`src/rtl/branch_unit.sv`:
```
// Branch-resolution unit: decodes BR/Bcc, keeps SZCV flags with forwarding, registers target and
// take decision, then holds flush for FLUSH_CYCLES unstalled cycles. Optional stats: BRANCH_STATS_EN.
module branch_unit #(
    parameter int unsigned PC_W         = 12,
    parameter int unsigned FLUSH_CYCLES = 2
) (
    input  logic            clk,
    input  logic            rst,
    input  logic            stall,
    input  logic            valid_in,
    input  logic [PC_W-1:0] pc,
    input  logic [15:0]     instr,
    input  logic [3:0]      szcv_in,
    input  logic            szcv_we,
    output logic [PC_W-1:0] jdest,
    output logic            jflag,
    output logic            flush,
    output logic            busy
`ifdef BRANCH_STATS_EN
    ,
    output logic [15:0]     br_count,
    output logic [15:0]     taken_count
`endif
);

    localparam int unsigned CNT_W = (FLUSH_CYCLES < 2) ? 1 : $clog2(FLUSH_CYCLES + 1);

    localparam logic [4:0] OP_BR  = 5'b10100;
    localparam logic [4:0] OP_BCC = 5'b10111;

    typedef enum logic [0:0] {
        IDLE  = 1'b0,
        FLUSH = 1'b1
    } state_t;

    state_t            state_q, state_d;
    logic [3:0]        szcv_q, szcv_d;
    logic [PC_W-1:0]   jdest_q, jdest_d;
    logic              jflag_q, jflag_d;
    logic              flush_q, flush_d;
    logic [CNT_W-1:0]  cnt_q, cnt_d;

    logic [3:0]        flags;
    logic              fs, fz, fc, fv;
    logic [4:0]        op;
    logic [2:0]        cc;
    logic              is_branch;
    logic              cond_true;
    logic              accept;
    logic [PC_W-1:0]   offset;
    logic [PC_W-1:0]   target;

    // Flags written this cycle are forwarded so a Bcc right behind the ALU op sees them.
    assign flags = szcv_we ? szcv_in : szcv_q;
    assign fs    = flags[3];
    assign fz    = flags[2];
    assign fc    = flags[1];
    assign fv    = flags[0];

    assign op = instr[15:11];
    assign cc = instr[10:8];

    always_comb begin
        is_branch = 1'b0;
        cond_true = 1'b0;
        if (op == OP_BR) begin
            is_branch = 1'b1;
            cond_true = 1'b1;
        end else if (op == OP_BCC) begin
            is_branch = 1'b1;
            case (cc)
                3'b000:  cond_true = fz;
                3'b001:  cond_true = fs ^ fv;
                3'b010:  cond_true = fz | (fs ^ fv);
                3'b011:  cond_true = !fz;
                3'b100:  cond_true = fc;
                3'b101:  cond_true = !fc;
                3'b110:  cond_true = !(fs ^ fv);
                default: cond_true = !fz && !(fs ^ fv);
            endcase
        end
    end

    assign offset = PC_W'($signed(instr[7:0]));
    assign target = pc + offset + PC_W'(1);

    assign accept = (state_q == IDLE) && valid_in && !stall && is_branch;

    always_comb begin
        state_d = state_q;
        szcv_d  = szcv_q;
        jdest_d = jdest_q;
        jflag_d = jflag_q;
        flush_d = flush_q;
        cnt_d   = cnt_q;
        if (!stall) begin
            if (szcv_we) begin
                szcv_d = szcv_in;
            end
            case (state_q)
                IDLE: begin
                    jflag_d = 1'b0;
                    if (accept && cond_true) begin
                        jdest_d = target;
                        jflag_d = 1'b1;
                        flush_d = 1'b1;
                        cnt_d   = CNT_W'(FLUSH_CYCLES);
                        state_d = FLUSH;
                    end
                end
                FLUSH: begin
                    jflag_d = 1'b0;
                    if (cnt_q <= CNT_W'(1)) begin
                        cnt_d   = '0;
                        flush_d = 1'b0;
                        state_d = IDLE;
                    end else begin
                        cnt_d = cnt_q - CNT_W'(1);
                    end
                end
                default: begin
                    state_d = IDLE;
                    flush_d = 1'b0;
                    jflag_d = 1'b0;
                    cnt_d   = '0;
                end
            endcase
        end
    end

    always_ff @(posedge clk) begin
        if (rst) begin
            state_q <= IDLE;
            szcv_q  <= '0;
            jdest_q <= '0;
            jflag_q <= 1'b0;
            flush_q <= 1'b0;
            cnt_q   <= '0;
        end else begin
            state_q <= state_d;
            szcv_q  <= szcv_d;
            jdest_q <= jdest_d;
            jflag_q <= jflag_d;
            flush_q <= flush_d;
            cnt_q   <= cnt_d;
        end
    end

    assign jdest = jdest_q;
    assign jflag = jflag_q;
    assign flush = flush_q;
    assign busy  = (state_q == FLUSH);

`ifdef BRANCH_STATS_EN
    logic [15:0] br_cnt_q, br_cnt_d;
    logic [15:0] tk_cnt_q, tk_cnt_d;

    // accept already excludes stall, so the counters hold while stalled.
    always_comb begin
        br_cnt_d = br_cnt_q;
        tk_cnt_d = tk_cnt_q;
        if (accept) begin
            if (br_cnt_q != '1) begin
                br_cnt_d = br_cnt_q + 16'd1;
            end
            if (cond_true && (tk_cnt_q != '1)) begin
                tk_cnt_d = tk_cnt_q + 16'd1;
            end
        end
    end

    always_ff @(posedge clk) begin
        if (rst) begin
            br_cnt_q <= '0;
            tk_cnt_q <= '0;
        end else begin
            br_cnt_q <= br_cnt_d;
            tk_cnt_q <= tk_cnt_d;
        end
    end

    assign br_count    = br_cnt_q;
    assign taken_count = tk_cnt_q;
`endif

endmodule

```
`config.mk`:
```
export PLATFORM = sky130hd
export DESIGN_NAME = branch_unit
export DESIGN_NICKNAME = d
export VERILOG_FILES = /design/src/rtl/branch_unit.sv
export SDC_FILE = /design/constraint.sdc
export NUM_CORES = 1
export LEC_CHECK = 0
export CORE_MARGIN = 10
export CORE_UTILIZATION = 41
export DETAILED_ROUTE_END_ITERATION = 16
export GPL_ROUTABILITY_DRIVEN = 0
export PLACE_DENSITY = 0.77
export SLEW_MARGIN = 0
export SYNTH_ARGS = -nofsm -noshare
export SYNTH_HDL_FRONTEND = slang
export SYNTH_SLANG_ARGS = --single-unit
export TNS_END_PERCENT = 1
```
`constraint.sdc`:
```
create_clock -name clk -period 2.24 [get_ports clk]
set_input_delay 0.336 -clock clk [delete_from_list [all_inputs] [get_ports clk]]
set_output_delay 0.336 -clock clk [all_outputs]
set_load 0.05 [all_outputs]
```
-- Yosys cells after proc, flatten, opt, wreduce, memory -nomap -nowiden
Index checks and enable logic that the tools add are counted.
Widths: inputs -> output; s select.
- bitwise gates (word level): 4
- muxes and demuxes: 16
- order comparisons: 1
- reductions and logical operators: 13
- eq/ne operators: 10
- $add $sub $neg: 3
- operator list (kind ; count):
    $add 12x1->12 const B ; 1
    $add 12x12->12 ; 1
    $eq 5x5->1 const B ; 2
    $eq 3x3->1 const B ; 3
    $mux 1 ; 8
    $pmux 1 s7 ; 1
    $eq 3x2->1 const B ; 2
    $pmux 1 s2 ; 3
    $reduce_and 3->1 ; 2
    $logic_and 1x1->1 ; 5
    $logic_not 1->1 ; 4
    $mux 2 ; 2
    $mux 4 ; 1
    $ne 2x1->1 const B ; 2
    $pmux 2 s2 ; 1
    $eq 3x1->1 const B ; 1
    $logic_not 3->1 ; 1
    $le 2x1->1 const B ; 1
    $not 1->1 ; 2
    $reduce_and 2->1 ; 1
    $sub 2x1->2 const B ; 1
    $or 1x1->1 ; 1
    $xor 1x1->1 ; 1
- output and inout port bits: 15
- register bits after elaboration: 21
- logic and storage cells: 53

-- Depth between registers and ports, before layout
- depth in word-level cells: 10
- gate-level depth with buffers: 10
- depth with buffers taken out: 10

-- Worst setup path before layout
OpenSTA, ideal clock, no wires.
- path kind: input-to-reg
- from: input port pc[0]
- to: register jdest_q[10] (netlist: jdest[10])
- stages on the path: 10
- setup time: 0.071 ns
- buffers on the path: 0
- slack: 0.010 ns
- arrival time: 2.158 ns
- cell sequence: inv_1 > ha_1 > inv_1 > fa_1 > a211oi_2 > o21bai_1 > o2111a_1 > o21ai_0 > or3b_1 > a21oi_1
- cells in the longest elaborated chain, start to end: 2
- RTL lines (what ; line ; source):
    start: declaration ; 11 ; input logic [PC_W-1:0] pc,
    $add 12x12->12 ; 85 ; assign target = pc + offset + PC_W'(1);
    $add 12x1->12 ; 85 ;
    end signal: assignment ; 142 ; jdest_q <= jdest_d;
    end: declaration ; 38 ; logic [PC_W-1:0] jdest_q, jdest_d;
No other way between the ends.
A chain may end at the register's enable or synchronous reset.

-- Worst setup path in the final report
- from: input port pc[1]
- to: register jdest_q[11] (netlist: jdest[11])
The elaborated chain is that of the path after synthesis.

==> results.md <==
Run status:
- The flow ran to the end, and the final reports show no timing, DRC or antenna violations.

Route:
- The detailed router finished its first iteration with 63 violations.
- Using the TritonRoute via totals, the vias-per-cell ratio works out to 5.05.
- Wires add up to 3910 um.
- The wire length on met1 is 1750 um.
- For this run, design rule violations remaining after detail routing come to 0.
- The count of nets left with antenna violations once routing finished came out at 0.
- Signal routing reaches up to met4.
- The via count of the routed design is 1510.
- The final routed wire length divided by cell count is 13.1 um.
- The met3 layer wire length in the routed design is between 200 and 250 um.
- The first TritonRoute pass finished after 4 iterations.
- After detailed routing, the met2 layer carries 1890 um of wire.

Cells and area:
- In the layout the commonest cells are sky130_fd_sc_hd__clkdlybuf4s50_1, sky130_fd_sc_hd__buf_4, sky130_fd_sc_hd__nand2_1.
- 0 antenna diodes ended up in the layout.
- Leaving out fill and tap cells, the most frequent cell in the layout is sky130_fd_sc_hd__clkdlybuf4s50_1.
- The multi-input combinational cells in the finished layout cover a total of 1090 um^2.
- The fill cell instance count of the final layout is 315.
- The utilization after layout is 0.680.
- Registers take between 400 and 500 um^2.
- The final standard cell count with taps included and fillers excluded is 299.
- The number of nets at the end of the flow is roughly 300.
- The proportion of layout cells with a drive suffix above 1 is 0.202.
- The area growth from synthesis to layout is 56.1%.

Flow run:
- The count of maximum capacitance violations is 0.

Power and ir drop:
- Summed over all cells, the static leakage comes to 0.923 nW.
- The total power draw is 960 uW.
- The internal power component is 691 uW.
- Of the total power, the share spent switching nets is 0.280.
- Of the total power, the clock network draws 0.250.
- Dividing total power by cell area gives a power density of 410 nW/um^2.
- The maximum vdd ir drop is 0.232 mV.
- Of the total power, combinational logic draws 0.350.
- The total net switching power is 269 uW.
- The share of total power dissipated in sequential elements is 0.400.

CTS:
- The clock latency on the worst-skew pair is ~0.25 ns.
- The clock buffer count from CTS is 3.
- The clock drives 21 sinks.
- The buffer depth of the longest clock path is 2.
- CTS built an H-tree with a depth of 1.
- Clock-pin slew was measured on the worst setup and hold paths at around 0.07 ns.
- In this run the clock root is driven by a sky130_fd_sc_hd__clkbuf_8.
- TritonCTS built the clock tree.

GRT:
- The first global-routing pass estimated ~6300 um of wire.
- The sum of overflow across all layers after global routing is 0.
- The via count of the first global-routing pass is 1431.
- The pin count of the biggest net entering global routing is 22.
- Across every metal layer, demand over resource in global routing totals 0.115.
- The number of antenna violations at the first check in global routing was 0.

Setup path:
- The worst setup path is launched from an input pin.
- Of all nets on the critical path, the largest fanout is 3.
- At the worst endpoint, the required time is 2.38 ns.
- The signal arrival time at the worst endpoint is approximately 2.3 ns.
- The worst setup path is captured at a flip-flop.
- The critical path class is input pin to flip-flop.

Floorplan:
- From left edge to right edge, the die measures 80.5 um.
- The die area is ~6500 um^2.
- The number of rows created at floorplan is 21.
- The core area is 3440 um^2.
- The effective utilization at floorplan is 0.435.
- The overall die height is 80.5 um.
- The I/O pin total is 52.

Logic synthesis:
- The number of register bits inferred by synthesis is 21.
- The count of flip-flops with a built-in enable after synthesis is 0.
- The cell count after synthesis came out at 180.
- For this run, the register share of the synthesized area comes to 0.280.
- The distinct cell type count of the synthesized netlist is 43.
- In the synthesized netlist the dominant register cell turns out to be sky130_fd_sc_hd__dfxtp_1.
- When the netlist entered floorplanning its net count stood at 229.
- The fraction of registers with async set or reset after synthesis is 0.
- For this run, the number of Yosys warnings is 0.
- In this run the cell area of the synthesized design comes to 1500 um^2.
- Each instance of the synthesized netlist takes up on average 8.33 um^2.

Timing:
- For the pin with the worst max-slew slack, the measured transition is between 0.5 and 0.6 ns.
- Setup repair after global routing could not meet its margin everywhere.
- The worst path in the final design needs a cycle of roughly 2.2 ns, including I/O delays and setup.
- The portion of the clock cycle consumed by the worst path in the final layout is 0.966.
- The final worst clock skew is ~0.0045 ns.
- In this run the tightest slew margin relative to its limit is 0.647.
- Hold is met by about 0.45 ns.
- The maximum operating frequency is between 400 and 500 MHz.
- The least setup slack across all paths after layout is 0.0752 ns.
- The setup violation total in the final timing report is 0.
- The number of pins exceeding their max-slew limit in the final report came to 0.
- The final number of hold-violating endpoints is 0.

Placement:
- The final HPWL from detailed placement is 3230 um.
- The pre-CTS setup slack is -0.486 ns.
- Counting tap cells, the placed design contains a total of 294 instances.
- The number of I/O port buffers is about 50.

Min path:
- The class of the tightest hold or removal check is flip-flop to flip-flop.
==> layer usage <==
| metal | up-vias | track usage |
|---|---|---|
| met5 | - | 0 |
| met4 | 0 | 0.0352 |
| met3 | 2 | 0.0267 |
| met2 | 34 | 0.197 |
| met1 | 678 | 0.138 |
| li1 | 796 | - |
==> registers in the layout, indices dropped and copies added (netlist names) <==
| name | cells |
|---|---|
| busy | 1 |
| cnt_q | 2 |
| flush | 1 |
| jdest | 12 |
| jflag | 1 |
| szcv_q | 4 |
==> power by group through the flow <==
stage	Clock, mW	Combinational, mW	Sequential (mW)
after floorplan	0	0.168	0.401
after global routing	0.261	0.370	0.384
after detailed placement	0	0.319	0.392
after global placement	0	0.315	0.392
final	0.240	0.336	0.384
after CTS	0.251	0.323	0.383
==> layout make-up <==
cell class                      instances  share of cell area
Clock buffer                            3              0.0176
Inverter                                4             0.00642
Multi-Input combinational cell        149               0.466
Tap cell                               46              0.0246
Clock inverter                          1             0.00214
Timing Repair Buffer                   75               0.303
Sequential cell                        21               0.180
==> stage by stage <==
step / TNS (ns) / instance area (um^2)
floorplan: 0 / 1500
global placement: -2.26 / 2210
detailed placement: -2.70 / 2210
CTS: -0.0262 / 2270
global route: -0.0327 / 2340
finish: 0 / 2340
==> cells in the mapped netlist (all sizes together), types with 2 or more instances <==
cell type / count / area [um^2]
o31a: 2 / 17.5
a211oi: 5 / 52.6
a21o: 2 / 15.0
or3: 5 / 31.3
buf: 3 / 30.0
clkbuf: 3 / 11.3
mux2i: 7 / 73.8
dfxtp: 21 / 420
nand2b: 4 / 25.0
o21ai: 11 / 58.8
nor2b: 4 / 25.0
o22ai: 2 / 12.5
and2: 2 / 12.5
a21oi: 18 / 90.1
nand2: 22 / 82.6
o21a: 2 / 15.0
inv: 4 / 15.0
o2111a: 2 / 22.5
nand3: 3 / 15.0
o211ai: 2 / 15.0
xnor2: 7 / 61.3
ha: 11 / 138
nor2: 17 / 63.8
nor3: 6 / 30.0
or3b: 2 / 17.5
==> kinds of logic (layout without fill, tap and decap cells) <==
family                   after synthesis  count (layout)  synth area share
AO/OA/AOI/OAI                         54              54             0.254
buffers and inverters                 10              83            0.0376
XOR/XNOR                               8               8            0.0467
multiplexers                           8               8            0.0593
flip-flops                            21              21             0.280
adder cells (fa/ha/maj)               12              12             0.105
AND/OR/NAND/NOR                       67              67             0.217
==> critical path, stage by stage <==
cell	delay [ns]
sky130_fd_sc_hd__dlygate4sd2_1	0.27
sky130_fd_sc_hd__ha_1	0.29
sky130_fd_sc_hd__nor2b_1	0.16
sky130_fd_sc_hd__o31a_1	0.27
sky130_fd_sc_hd__o31a_1	0.34
sky130_fd_sc_hd__o41ai_2	0.38
sky130_fd_sc_hd__xnor2_1	0.17
sky130_fd_sc_hd__a211oi_2	0.08
==> timing repair <==
| item | 4_1_cts | 5_1_grt |
|---|---|---|
| hold buffers | 0 | 0 |
| gates resized for setup | 7 | 15 |
| pin swaps | 7 | 8 |
| endpoints found under the hold margin | 0 | 0 |
| buffers inserted | 1 | 0 |
| endpoints found under the setup margin | 4 | 4 |
==> final timing paths <==
kind	from	to	slack [ns]	cells past startpoint
setup / recovery	pc[1]	jdest[11]	0.08	8
hold / removal	jdest[9]	jdest[9]	0.45	2
setup reg to reg	szcv_q[0]	jdest[4]	0.45	7
hold reg to reg	jdest[9]	jdest[9]	0.45	2
No activity file was read; power rests on OpenSTA's default activity.
